**src/rtl/mem_io_sequencer_if.sv**
```systemverilog
// rtl/mem_io_sequencer_if.sv - CPU, loader, data-RAM and IO bus signals of the memory/IO sequencer
interface mem_io_sequencer_if #(
  parameter int ADDR_W = 14
);
  // CPU datapath side
  logic              cpu_mem_read;
  logic              cpu_mem_write;
  logic              cpu_io_read;
  logic              cpu_io_write;
  logic [31:0]       cpu_addr;
  logic [31:0]       cpu_wdata;
  logic [31:0]       cpu_rdata;
  logic              cpu_stall;
  // UART program loader side
  logic              ld_valid;
  logic [ADDR_W-1:0] ld_addr;
  logic [31:0]       ld_wdata;
  logic              ld_ready;
  // Synchronous data RAM
  logic              ram_en;
  logic              ram_we;
  logic [ADDR_W-1:0] ram_addr;
  logic [31:0]       ram_wdata;
  logic [31:0]       ram_rdata;
  // Memory-mapped IO bus
  logic              io_req;
  logic              io_we;
  logic [9:0]        io_addr;
  logic [31:0]       io_wdata;
  logic [31:0]       io_rdata;
  logic              io_ack;
  logic              io_err;

  // The sequencer
  modport master (
    input  cpu_mem_read, cpu_mem_write, cpu_io_read, cpu_io_write, cpu_addr, cpu_wdata,
    output cpu_rdata, cpu_stall,
    input  ld_valid, ld_addr, ld_wdata,
    output ld_ready,
    output ram_en, ram_we, ram_addr, ram_wdata,
    input  ram_rdata,
    output io_req, io_we, io_addr, io_wdata, io_err,
    input  io_rdata, io_ack
  );

  // Everything around the sequencer: CPU, loader, RAM and IO devices
  modport slave (
    output cpu_mem_read, cpu_mem_write, cpu_io_read, cpu_io_write, cpu_addr, cpu_wdata,
    input  cpu_rdata, cpu_stall,
    output ld_valid, ld_addr, ld_wdata,
    input  ld_ready,
    input  ram_en, ram_we, ram_addr, ram_wdata,
    output ram_rdata,
    input  io_req, io_we, io_addr, io_wdata, io_err,
    output io_rdata, io_ack
  );
endinterface

```
**src/rtl/mem_io_sequencer.sv**
```systemverilog
// rtl/mem_io_sequencer.sv - data-side RAM/IO sequencer with CPU/loader round-robin RAM arbitration
module mem_io_sequencer #(
  parameter int ADDR_W     = 14,
  parameter int IO_TIMEOUT = 16
) (
  input  logic               clk,
  input  logic               rst_n,
  mem_io_sequencer_if.master bus
);

  typedef enum logic [1:0] {
    IDLE    = 2'd0,
    RAM_RD  = 2'd1,
    IO_WAIT = 2'd2
  } state_t;

  // Last IO_WAIT cycle index; the timeout fires when the counter reaches it without an ack.
  localparam logic [7:0] CNT_LAST = 8'(IO_TIMEOUT - 1);

  state_t            state_q, state_d;
  logic              last_ld_q, last_ld_d;   // 1 = loader held the most recent RAM grant
  logic [7:0]        cnt_q;
  logic              io_req_q;
  logic              io_we_q;
  logic [9:0]        io_addr_q;
  logic [31:0]       io_wdata_q;

  logic              cpu_req;
  logic              grant_ld;
  logic              grant_cpu;
  logic              io_start;
  logic              io_done;
  logic              stall_c;
  logic              ld_ready_c;
  logic              ram_en_c;
  logic              ram_we_c;
  logic              io_err_c;
  logic [ADDR_W-1:0] ram_addr_c;
  logic [31:0]       ram_wdata_c;
  logic [31:0]       rdata_c;

  assign cpu_req = bus.cpu_mem_read | bus.cpu_mem_write | bus.cpu_io_read | bus.cpu_io_write;

  // Arbitration, next-state decode and all combinational outputs
  always_comb begin
    state_d     = state_q;
    last_ld_d   = last_ld_q;
    grant_ld    = 1'b0;
    grant_cpu   = 1'b0;
    io_start    = 1'b0;
    io_done     = 1'b0;
    stall_c     = 1'b0;
    ld_ready_c  = 1'b0;
    ram_en_c    = 1'b0;
    ram_we_c    = 1'b0;
    io_err_c    = 1'b0;
    ram_addr_c  = '0;
    ram_wdata_c = '0;
    rdata_c     = '0;
    case (state_q)
      IDLE: begin
        if (cpu_req && bus.ld_valid) begin
          // Tie: whoever did not win last time gets the RAM.
          grant_cpu = last_ld_q;
          grant_ld  = ~last_ld_q;
        end else begin
          grant_cpu = cpu_req;
          grant_ld  = bus.ld_valid;
        end
        if (grant_ld) begin
          ram_en_c    = 1'b1;
          ram_we_c    = 1'b1;
          ram_addr_c  = bus.ld_addr;
          ram_wdata_c = bus.ld_wdata;
          ld_ready_c  = 1'b1;
          stall_c     = cpu_req;
          last_ld_d   = 1'b1;
        end else if (grant_cpu) begin
          last_ld_d   = 1'b0;
          ram_addr_c  = bus.cpu_addr[ADDR_W+1:2];
          ram_wdata_c = bus.cpu_wdata;
          if (bus.cpu_mem_write) begin
            ram_en_c = 1'b1;
            ram_we_c = 1'b1;
          end else if (bus.cpu_mem_read) begin
            ram_en_c = 1'b1;
            stall_c  = 1'b1;
            state_d  = RAM_RD;
          end else begin
            stall_c  = 1'b1;
            io_start = 1'b1;
            state_d  = IO_WAIT;
          end
        end
      end
      RAM_RD: begin
        rdata_c = bus.ram_rdata;
        state_d = IDLE;
      end
      IO_WAIT: begin
        if (bus.io_ack) begin
          rdata_c = io_we_q ? 32'd0 : bus.io_rdata;
          io_done = 1'b1;
          state_d = IDLE;
        end else if (cnt_q == CNT_LAST) begin
          // io_err is decoded from registered state/counter so it lands in the completion cycle;
          // a late ack in that same cycle still wins over the timeout.
          io_err_c = 1'b1;
          io_done  = 1'b1;
          state_d  = IDLE;
        end else begin
          stall_c = 1'b1;
        end
      end
      default: state_d = IDLE;
    endcase
  end

  // State, grant history, IO wait counter and the registered IO bus
  always_ff @(posedge clk or negedge rst_n) begin
    if (!rst_n) begin
      state_q    <= IDLE;
      last_ld_q  <= 1'b1;
      cnt_q      <= '0;
      io_req_q   <= 1'b0;
      io_we_q    <= 1'b0;
      io_addr_q  <= '0;
      io_wdata_q <= '0;
    end else begin
      state_q   <= state_d;
      last_ld_q <= last_ld_d;
      if (io_start) begin
        io_req_q   <= 1'b1;
        io_we_q    <= bus.cpu_io_write;
        io_addr_q  <= bus.cpu_addr[9:0];
        io_wdata_q <= bus.cpu_wdata;
        cnt_q      <= '0;
      end else if (io_done) begin
        io_req_q <= 1'b0;
      end else if (state_q == IO_WAIT) begin
        cnt_q <= cnt_q + 8'd1;
      end
    end
  end

  // Combinational outputs are forced quiet while reset is held.
  assign bus.cpu_stall = rst_n & stall_c;
  assign bus.ld_ready  = rst_n & ld_ready_c;
  assign bus.ram_en    = rst_n & ram_en_c;
  assign bus.ram_we    = rst_n & ram_we_c;
  assign bus.ram_addr  = rst_n ? ram_addr_c : '0;
  assign bus.ram_wdata = rst_n ? ram_wdata_c : 32'd0;
  assign bus.cpu_rdata = rst_n ? rdata_c : 32'd0;
  assign bus.io_err    = rst_n & io_err_c;
  assign bus.io_req    = io_req_q;
  assign bus.io_we     = io_we_q;
  assign bus.io_addr   = io_addr_q;
  assign bus.io_wdata  = io_wdata_q;

endmodule
```
**src/flat_wrapper.sv**
```systemverilog
// flat-port wrapper written by rule: the top's interface ports become plain ports
module mem_io_sequencer_flat 
#(
  parameter int ADDR_W     = 14,
  parameter int IO_TIMEOUT = 16
)
  (clk, rst_n, bus_cpu_mem_read, bus_cpu_mem_write, bus_cpu_io_read, bus_cpu_io_write, bus_cpu_addr, bus_cpu_wdata, bus_cpu_rdata, bus_cpu_stall, bus_ld_valid, bus_ld_addr, bus_ld_wdata, bus_ld_ready, bus_ram_en, bus_ram_we, bus_ram_addr, bus_ram_wdata, bus_ram_rdata, bus_io_req, bus_io_we, bus_io_addr, bus_io_wdata, bus_io_err, bus_io_rdata, bus_io_ack);
  mem_io_sequencer_if #(.ADDR_W(ADDR_W)) bus_i ();
  input  logic clk;
  input  logic rst_n;
  input wire logic [$bits(bus_i.cpu_mem_read)-1:0] bus_cpu_mem_read;
  input wire logic [$bits(bus_i.cpu_mem_write)-1:0] bus_cpu_mem_write;
  input wire logic [$bits(bus_i.cpu_io_read)-1:0] bus_cpu_io_read;
  input wire logic [$bits(bus_i.cpu_io_write)-1:0] bus_cpu_io_write;
  input wire logic [$bits(bus_i.cpu_addr)-1:0] bus_cpu_addr;
  input wire logic [$bits(bus_i.cpu_wdata)-1:0] bus_cpu_wdata;
  output wire logic [$bits(bus_i.cpu_rdata)-1:0] bus_cpu_rdata;
  output wire logic [$bits(bus_i.cpu_stall)-1:0] bus_cpu_stall;
  input wire logic [$bits(bus_i.ld_valid)-1:0] bus_ld_valid;
  input wire logic [$bits(bus_i.ld_addr)-1:0] bus_ld_addr;
  input wire logic [$bits(bus_i.ld_wdata)-1:0] bus_ld_wdata;
  output wire logic [$bits(bus_i.ld_ready)-1:0] bus_ld_ready;
  output wire logic [$bits(bus_i.ram_en)-1:0] bus_ram_en;
  output wire logic [$bits(bus_i.ram_we)-1:0] bus_ram_we;
  output wire logic [$bits(bus_i.ram_addr)-1:0] bus_ram_addr;
  output wire logic [$bits(bus_i.ram_wdata)-1:0] bus_ram_wdata;
  input wire logic [$bits(bus_i.ram_rdata)-1:0] bus_ram_rdata;
  output wire logic [$bits(bus_i.io_req)-1:0] bus_io_req;
  output wire logic [$bits(bus_i.io_we)-1:0] bus_io_we;
  output wire logic [$bits(bus_i.io_addr)-1:0] bus_io_addr;
  output wire logic [$bits(bus_i.io_wdata)-1:0] bus_io_wdata;
  output wire logic [$bits(bus_i.io_err)-1:0] bus_io_err;
  input wire logic [$bits(bus_i.io_rdata)-1:0] bus_io_rdata;
  input wire logic [$bits(bus_i.io_ack)-1:0] bus_io_ack;
  assign bus_i.cpu_mem_read = bus_cpu_mem_read;
  assign bus_i.cpu_mem_write = bus_cpu_mem_write;
  assign bus_i.cpu_io_read = bus_cpu_io_read;
  assign bus_i.cpu_io_write = bus_cpu_io_write;
  assign bus_i.cpu_addr = bus_cpu_addr;
  assign bus_i.cpu_wdata = bus_cpu_wdata;
  assign bus_cpu_rdata = bus_i.cpu_rdata;
  assign bus_cpu_stall = bus_i.cpu_stall;
  assign bus_i.ld_valid = bus_ld_valid;
  assign bus_i.ld_addr = bus_ld_addr;
  assign bus_i.ld_wdata = bus_ld_wdata;
  assign bus_ld_ready = bus_i.ld_ready;
  assign bus_ram_en = bus_i.ram_en;
  assign bus_ram_we = bus_i.ram_we;
  assign bus_ram_addr = bus_i.ram_addr;
  assign bus_ram_wdata = bus_i.ram_wdata;
  assign bus_i.ram_rdata = bus_ram_rdata;
  assign bus_io_req = bus_i.io_req;
  assign bus_io_we = bus_i.io_we;
  assign bus_io_addr = bus_i.io_addr;
  assign bus_io_wdata = bus_i.io_wdata;
  assign bus_io_err = bus_i.io_err;
  assign bus_i.io_rdata = bus_io_rdata;
  assign bus_i.io_ack = bus_io_ack;
  mem_io_sequencer #(.ADDR_W(ADDR_W), .IO_TIMEOUT(IO_TIMEOUT)) u_core (.clk(clk), .rst_n(rst_n), .bus(bus_i));
endmodule
```
**config.mk**
```make
export PLATFORM = sky130hd
export DESIGN_NAME = mem_io_sequencer_flat
export DESIGN_NICKNAME = d
export VERILOG_FILES = /design/src/rtl/mem_io_sequencer_if.sv /design/src/rtl/mem_io_sequencer.sv /design/src/flat_wrapper.sv
export SDC_FILE = /design/constraint.sdc
export NUM_CORES = 1
export LEC_CHECK = 0
export ABC_AREA = 1
export CORE_AREA = 4 4 119 121
export DETAILED_ROUTE_END_ITERATION = 10
export DIE_AREA = 0 0 123 125
export DONT_BUFFER_PORTS = 1
export SLEW_MARGIN = 0
export SYNTH_ARGS = -nofsm -noshare
export SYNTH_HDL_FRONTEND = slang
export SYNTH_SLANG_ARGS = --single-unit
```
**constraint.sdc**
```tcl
create_clock -name clk -period 1.51 [get_ports clk]
set_input_delay 0.0755 -clock clk [delete_from_list [all_inputs] [get_ports clk]]
set_output_delay 0.0755 -clock clk [all_outputs]
set_load 0.03 [all_outputs]
```
==> flow_summary.ini, run 1 <==
[yosys]
synth_seq_cells = 55
synthDistinctLibCells = 29
ys_warn_count = 0
syn-num-nets = 761
avgSynthCellArea_um2 = 6.66
syn_area_um2 = 3830
synthCells = 575
synth_seq_area_share_pct = 36.0

[drt]
wl_per_cell_um = 22.4
viasPerCell = 5.28
drc = 0
drtAntennaViolNets = 0
wirelength_mm = 20.7
num_vias = 4876
drt-initial-drc-count = 245
dr.pass1.iters = 4

[clock_network]
cts_tree = done
htreeDepth = 2
clock_latency_ns = 0.30
cts_buffer_depth = 2
cts_root_buf = clkbuf_16
numCtsBuffers = 5
clock_sinks = 55
clkTransAtPathRegs_ns = 0.07

[floorplan]
die_area_um2 = 15400
rows = 42
initial_utilization_pct = 29.3
fp.dieH_um = 125
pin_count = 309
core_area_um2 = 13100
fp.dieW_um = 123

[sta]
relSlewSlack_pct = 73.4
hold_violations = 1
fin_crit_sh_pct = 123
setup_viol = 135
whs_ns = -0.0104
post-route-min-period_ns = 1.86
fin_skew_ns = 0.00285
layout_setup_ws_ns = -0.353
fin_tns_setup_ns = -31.26
max_freq_mhz = 537
tightestPinTransition_ns = 0.400
rsz0062_at_grt = yes
drv_slew = 0

[power_and_ir_drop]
p_clk_share_pct = 9.2
sw_frac_of_total_pct = 51.6
p_per_area_nw_per_um2 = 1710
p_switching_mw = 6.77
pwr-share-comb_pct = 60.7
p_leak_nw = 3.43
ir_drop_uv = 937
intPower_mw = 6.35
finalPower_mw = 13.1
p_seq_share_pct = 30.1

[critical_path]
critPathBufInv = 4
crit_path_end = bus_ram_wdata[18]
crit_start = u_core.last_ld_q$_DFFE_PN1P_
r2r_setup_slack_ns = -0.26
r2r-start = u_core.state_q[0]$_DFFE_PN0P_
rr_worst_depth = 11
crit_path_frequent_cell = nand2_8
worstPathRequired_ns = 1.43
crit_arrival_ns = 1.79
cp.depth = 9
r2r_end = u_core.bus.io_wdata[3]$_DFFE_PN0P_
end_kind = output port
crit_fanout = 6
crit_path_cell_trace = inv_2, nand2_4, nand2_8, nand2_8, buf_12, buf_16, o21ai_4, nor2_2, buf_6
cpPeakStageDelay_ns = 0.53
startpoint_type = flop
path_class = reg2out
crit_family = flip-flops
slowest_stage = dfstp_2

[grt]
grt_pass1_wl_mm = 26.7
antenna_found_initial = 0
grtUsageTotal_pct = 22.2
first_global_vias = 4862
grt_max_degree = 56
gr-total-overflow = 0

[place]
hpwlAfterDp_mm = 11.3
place_congestion = 0.873
port_buffers = 0

[worst_hold_path]
hp-class = in2reg

[final_layout]
antenna-diode-count = 0
final_nets = 932
drive_above_1_share_pct = 52.9
syn_to_final_growth_pct = 100

[run_status]
status = finished with violations
violations = negative hold slack, negative setup slack

[flow_run]
max_cap_viol_count = 0
-- power by group through the flow --
stage | sequential [mW] | combinational, mW | clock, mW
final | 3.95 | 7.96 | 1.21
after global routing | 4.02 | 8.43 | 1.27
after detailed placement | 3.94 | 5.10 | 0
after global placement | 3.92 | 4.94 | 0
after CTS | 3.92 | 6.74 | 1.23
after floorplan | 3.75 | 3.53 | 0
-- stage by stage --
stage	area [um2]	hold WS [ns]	utilization [%]	std cells	worst slack, ns
floorplan	4200	-0.220	-	575	-0.102
global placement	5130	-0.218	39.2	816	-0.0456
detailed placement	5130	-0.218	39.2	816	-0.0704
CTS	6830	0.0225	52.2	902	-0.349
global route	7660	-0.00221	58.6	923	-0.409
finish	7660	-0.0104	58.6	923	-0.353
-- layout make-up --
cell class              instances  area, um2
clock buffers                   5        125
clock inverters                 3       23.8
fillers                      1040       5420
inverters                      98        395
multi-input cells             387       2890
flip-flops and latches         55       1380
well taps                     176        220
repair buffers                199       2630
-- worst register-to-register path, delay by kind of cell, from the launching register on --
kind            cells  cell delay, ns
compound gates      1            0.08
fa+ha+maj           1            0.16
simple gates        2            0.16
buf+inv             7            0.84
flops               1            0.40
-- layout by cell type (no fill, tap or decap), types with 17 or more instances in the layout --
cell type and instances:
buf_4 31, o21ai_2 70, nand2_1 77, nor2_2 63
o21ai_1 30, buf_6 78, dfrtp_1 54, inv_1 83
clkbuf_16 19, nor2_4 17, a22oi_1 21, buf_12 19
dlygate4sd3_1 44
-- routing by layer --
layer	vias to the layer above	track usage [%]	part of all wire [%]
met5	-	0	0
met4	0	6.78	3.5
met3	53	6.78	10
met2	322	42.5	52
met1	2305	22.5	34
li1	2196	-	-
-- synth_stat cells --
cell type,number,area share [%]
o21ai_0,100,13
nor2_1,95,9.3
nand2_1,94,9.2
inv_1,92,9.0
dfrtp_1,54,35
a22oi_1,32,6.3
clkbuf_1,22,2.2
o21ai_1,17,2.2
nand3_1,11,1.4
a21oi_1,6,0.78
buf_2,6,0.78
inv_2,6,0.59
o21ai_2,6,1.4
buf_6,5,1.5
nand4_1,5,0.82
nor3b_1,5,0.98
ha_1,4,1.3
clkbuf_2,3,0.39
nand2_4,2,0.59
a31oi_1,1,0.16
dfstp_2,1,0.69
nand3_4,1,0.46
nand4_2,1,0.33
nor2_4,1,0.29
nor3_1,1,0.13
nor3_2,1,0.26
nor4_1,1,0.16
o22ai_1,1,0.16
xor2_1,1,0.23
-- state kept, by name, indices dropped and copies added (netlist names) --
signal               flops
u_core.bus.io_wdata     32
u_core.bus.io_addr      10
u_core.cnt_q             8
u_core.state_q           2
u_core.bus.io_req        1
u_core.bus.io_we         1
u_core.last_ld_q         1
-- what timing repair did --
item,in CTS,in global routing
setup endpoints to repair,91,137
hold buffers,45,0
gates resized for setup,201,146
pin swaps,38,37
hold endpoints to repair,98,0
gates cloned,14,17
buffers inserted,19,7
-- how the worst min path moves through the flow --
| stage | start | end | slack [ns] | cells past startpoint |
|---|---|---|---|---|
| 3_3_place_gp | rst_n | u_core.bus.io_wdata[11]$_DFFE_PN0P_ | -0.22 | 0 |
| 4_1_cts | bus_cpu_addr[8] | u_core.bus.io_addr[8]$_DFFE_PN0P_ | 0.02 | 2 |
| 2_1_floorplan | rst_n | u_core.bus.io_addr[0]$_DFFE_PN0P_ | -0.22 | 0 |
| 6_report | bus_cpu_addr[8] | u_core.bus.io_addr[8]$_DFFE_PN0P_ | -0.01 | 2 |
| 3_5_place_dp | rst_n | u_core.bus.io_wdata[11]$_DFFE_PN0P_ | -0.22 | 0 |
| 5_1_grt | bus_cpu_addr[8] | u_core.bus.io_addr[8]$_DFFE_PN0P_ | -0.002 | 2 |
-- logic make-up (layout without fill, tap and decap cells) --
group	after synthesis	count (layout)	share of synthesized area, %
compound gates	163	163	24.1
fa+ha+maj	4	4	1.31
flops	55	55	36.0
simple gates	218	219	24.0
buf+inv	134	305	14.4
xor+xnor	1	1	0.229
Note: power is estimated with default switching activity, not from simulation.
==> inputs of run 2 (changes only) <==
- HOLD_SLACK_MARGIN: not set -> 0.06
==> flow_summary.ini, run 2 (synthesized netlist as in run 1, its figures left out) <==
[run_status]
status = finished with violations
violations = negative setup slack

[drt]
dr.pass1.iters = 4
wl_per_cell_um = 22.9
drt-initial-drc-count = 241
wirelength_mm = 21.4
num_vias = 4965
drtAntennaViolNets = 0
drc = 0
viasPerCell = 5.32

[floorplan]
fp.dieH_um = 125
rows = 42
initial_utilization_pct = 29.3
core_area_um2 = 13100
fp.dieW_um = 123
pin_count = 309
die_area_um2 = 15400

[critical_path]
crit_arrival_ns = 1.84
crit_path_cell_trace = inv_2, nand2_4, nand2_8, nand2_8, buf_12, buf_16, o21ai_4, nor2_2, buf_6
end_kind = output port
crit_path_frequent_cell = nand2_8
cpPeakStageDelay_ns = 0.53
crit_family = flip-flops
worstPathRequired_ns = 1.43
critPathBufInv = 4
path_class = reg2out
slowest_stage = dfstp_2
crit_fanout = 5
startpoint_type = flop

[flow_run]
max_cap_viol_count = 0

[worst_hold_path]
hp-class = in2reg

[final_layout]
instances_no_fill = 933
regArea_um2 = 1380
multiInputGateArea_um2 = 2900
fillers = 1018
final_cell_mix = 82 x buf_6, 80 x inv_1, 80 x nand2_1, 64 x nor2_2, 58 x o21ai_2
final_area_um2 = 7860
syn_to_final_growth_pct = 105
drive_above_1_share_pct = 51.9
largest_reg_flops = 32
mostFrequentLayoutCell = buf_6
final_nets = 941

[clock_network]
clkTransAtPathRegs_ns = 0.08
htreeDepth = 2
cts_root_buf = clkbuf_16
numCtsBuffers = 5
clock_latency_ns = 0.30
cts_buffer_depth = 2
cts_tree = done
clock_sinks = 55

[place]
dp_cells = 816
place_congestion = 0.873
port_buffers = 0
dp_slack_ns = -0.0704
placed_cell_area_um2 = 5130
hpwlAfterDp_mm = 11.3

[sta]
drv_slew = 0
max_freq_mhz = 521
fin_crit_sh_pct = 127
fin_skew_ns = 0.00454
tightestPinTransition_ns = 0.414
rsz0062_at_grt = yes
fin_tns_setup_ns = -32.64
setup_viol = 135
hold_violations = 0
post-route-min-period_ns = 1.92
layout_setup_ws_ns = -0.408
relSlewSlack_pct = 72.4

[power_and_ir_drop]
finalPower_mw = 13.4
p_leak_nw = 3.52
p_per_area_nw_per_um2 = 1710
ir_drop_uv = 929

[grt]
grt_max_degree = 56
gr-total-overflow = 0
grtUsageTotal_pct = 22.2
antenna_found_initial = 0
first_global_vias = 4871
grt_pass1_wl_mm = 26.8
## run 2: cell count changes in the layout (fill, tap and decap cells not counted), moves of 4 or more
cell     change
o21ai_2     -12
o21ai_1      +5
o21ai_4      +7
buf_4        -5
buf_6        +4
## run 2: final timing paths
kind | start | to | slack (ns) | cells after the start
max in group asynchronous | rst_n | u_core.last_ld_q$_DFFE_PN1P_ | 0.93 | 2
setup reg to reg | u_core.state_q[0]$_DFFE_PN0P_ | u_core.bus.io_wdata[3]$_DFFE_PN0P_ | -0.26 | 11
hold / removal | bus_io_ack | u_core.state_q[1]$_DFFE_PN0P_ | 0.09 | 4
hold reg to reg | u_core.last_ld_q$_DFFE_PN1P_ | u_core.last_ld_q$_DFFE_PN1P_ | 0.53 | 2
min in group asynchronous | rst_n | u_core.bus.io_wdata[11]$_DFFE_PN0P_ | 0.28 | 2
setup / recovery | u_core.last_ld_q$_DFFE_PN1P_ | bus_ram_wdata[18] | -0.41 | 9
## run 2: area by class of cell
cell class	count	share of cell area, %
inverter	98	5.03
sequential	55	17.5
antenna	1	0.0318
tap	176	2.80
clock buffer	5	1.59
clock inverter	3	0.302
timing repair buffer	207	35.9
multi-input combinational	388	36.9
## run 2: metrics by stage
step / hold WS (ns) / utilization, %
after global routing: 0.100 / 60.0
after CTS: 0.0838 / 52.3
after floorplan: -0.220 / -
final: 0.0905 / 60.1
after global placement: -0.218 / 39.2
after detailed placement: -0.218 / 39.2
## run 2: routing by layer
layer	share of wire, %	vias up	global-route usage [%]
li1	-	2219	-
met1	35	2367	22.7
met2	52	330	42.6
met3	11	49	6.73
met4	3.1	0	6.58
met5	0	-	0
## run 2: where the power goes
group	total (mW)	leakage (nW)	switching (mW)	internal [mW]
combinational	8.26	2.76	4.49	3.77
clock	1.21	0.0717	0.586	0.626
sequential	3.95	0.693	1.80	2.15
## run 2: worst min-delay path, delay by kind of cell
kind	cells	cell delay, ns
and+or+nand+nor	4	0.28
## run 2: timing repair
item / 4_1_cts / 5_1_grt
resized for setup: 201 / 151
setup endpoints to repair: 91 / 137
endpoints found under the hold margin: 101 / 0
hold buffers: 47 / 0
pin swaps: 38 / 45
setup buffers: 19 / 8
gates cloned: 14 / 24
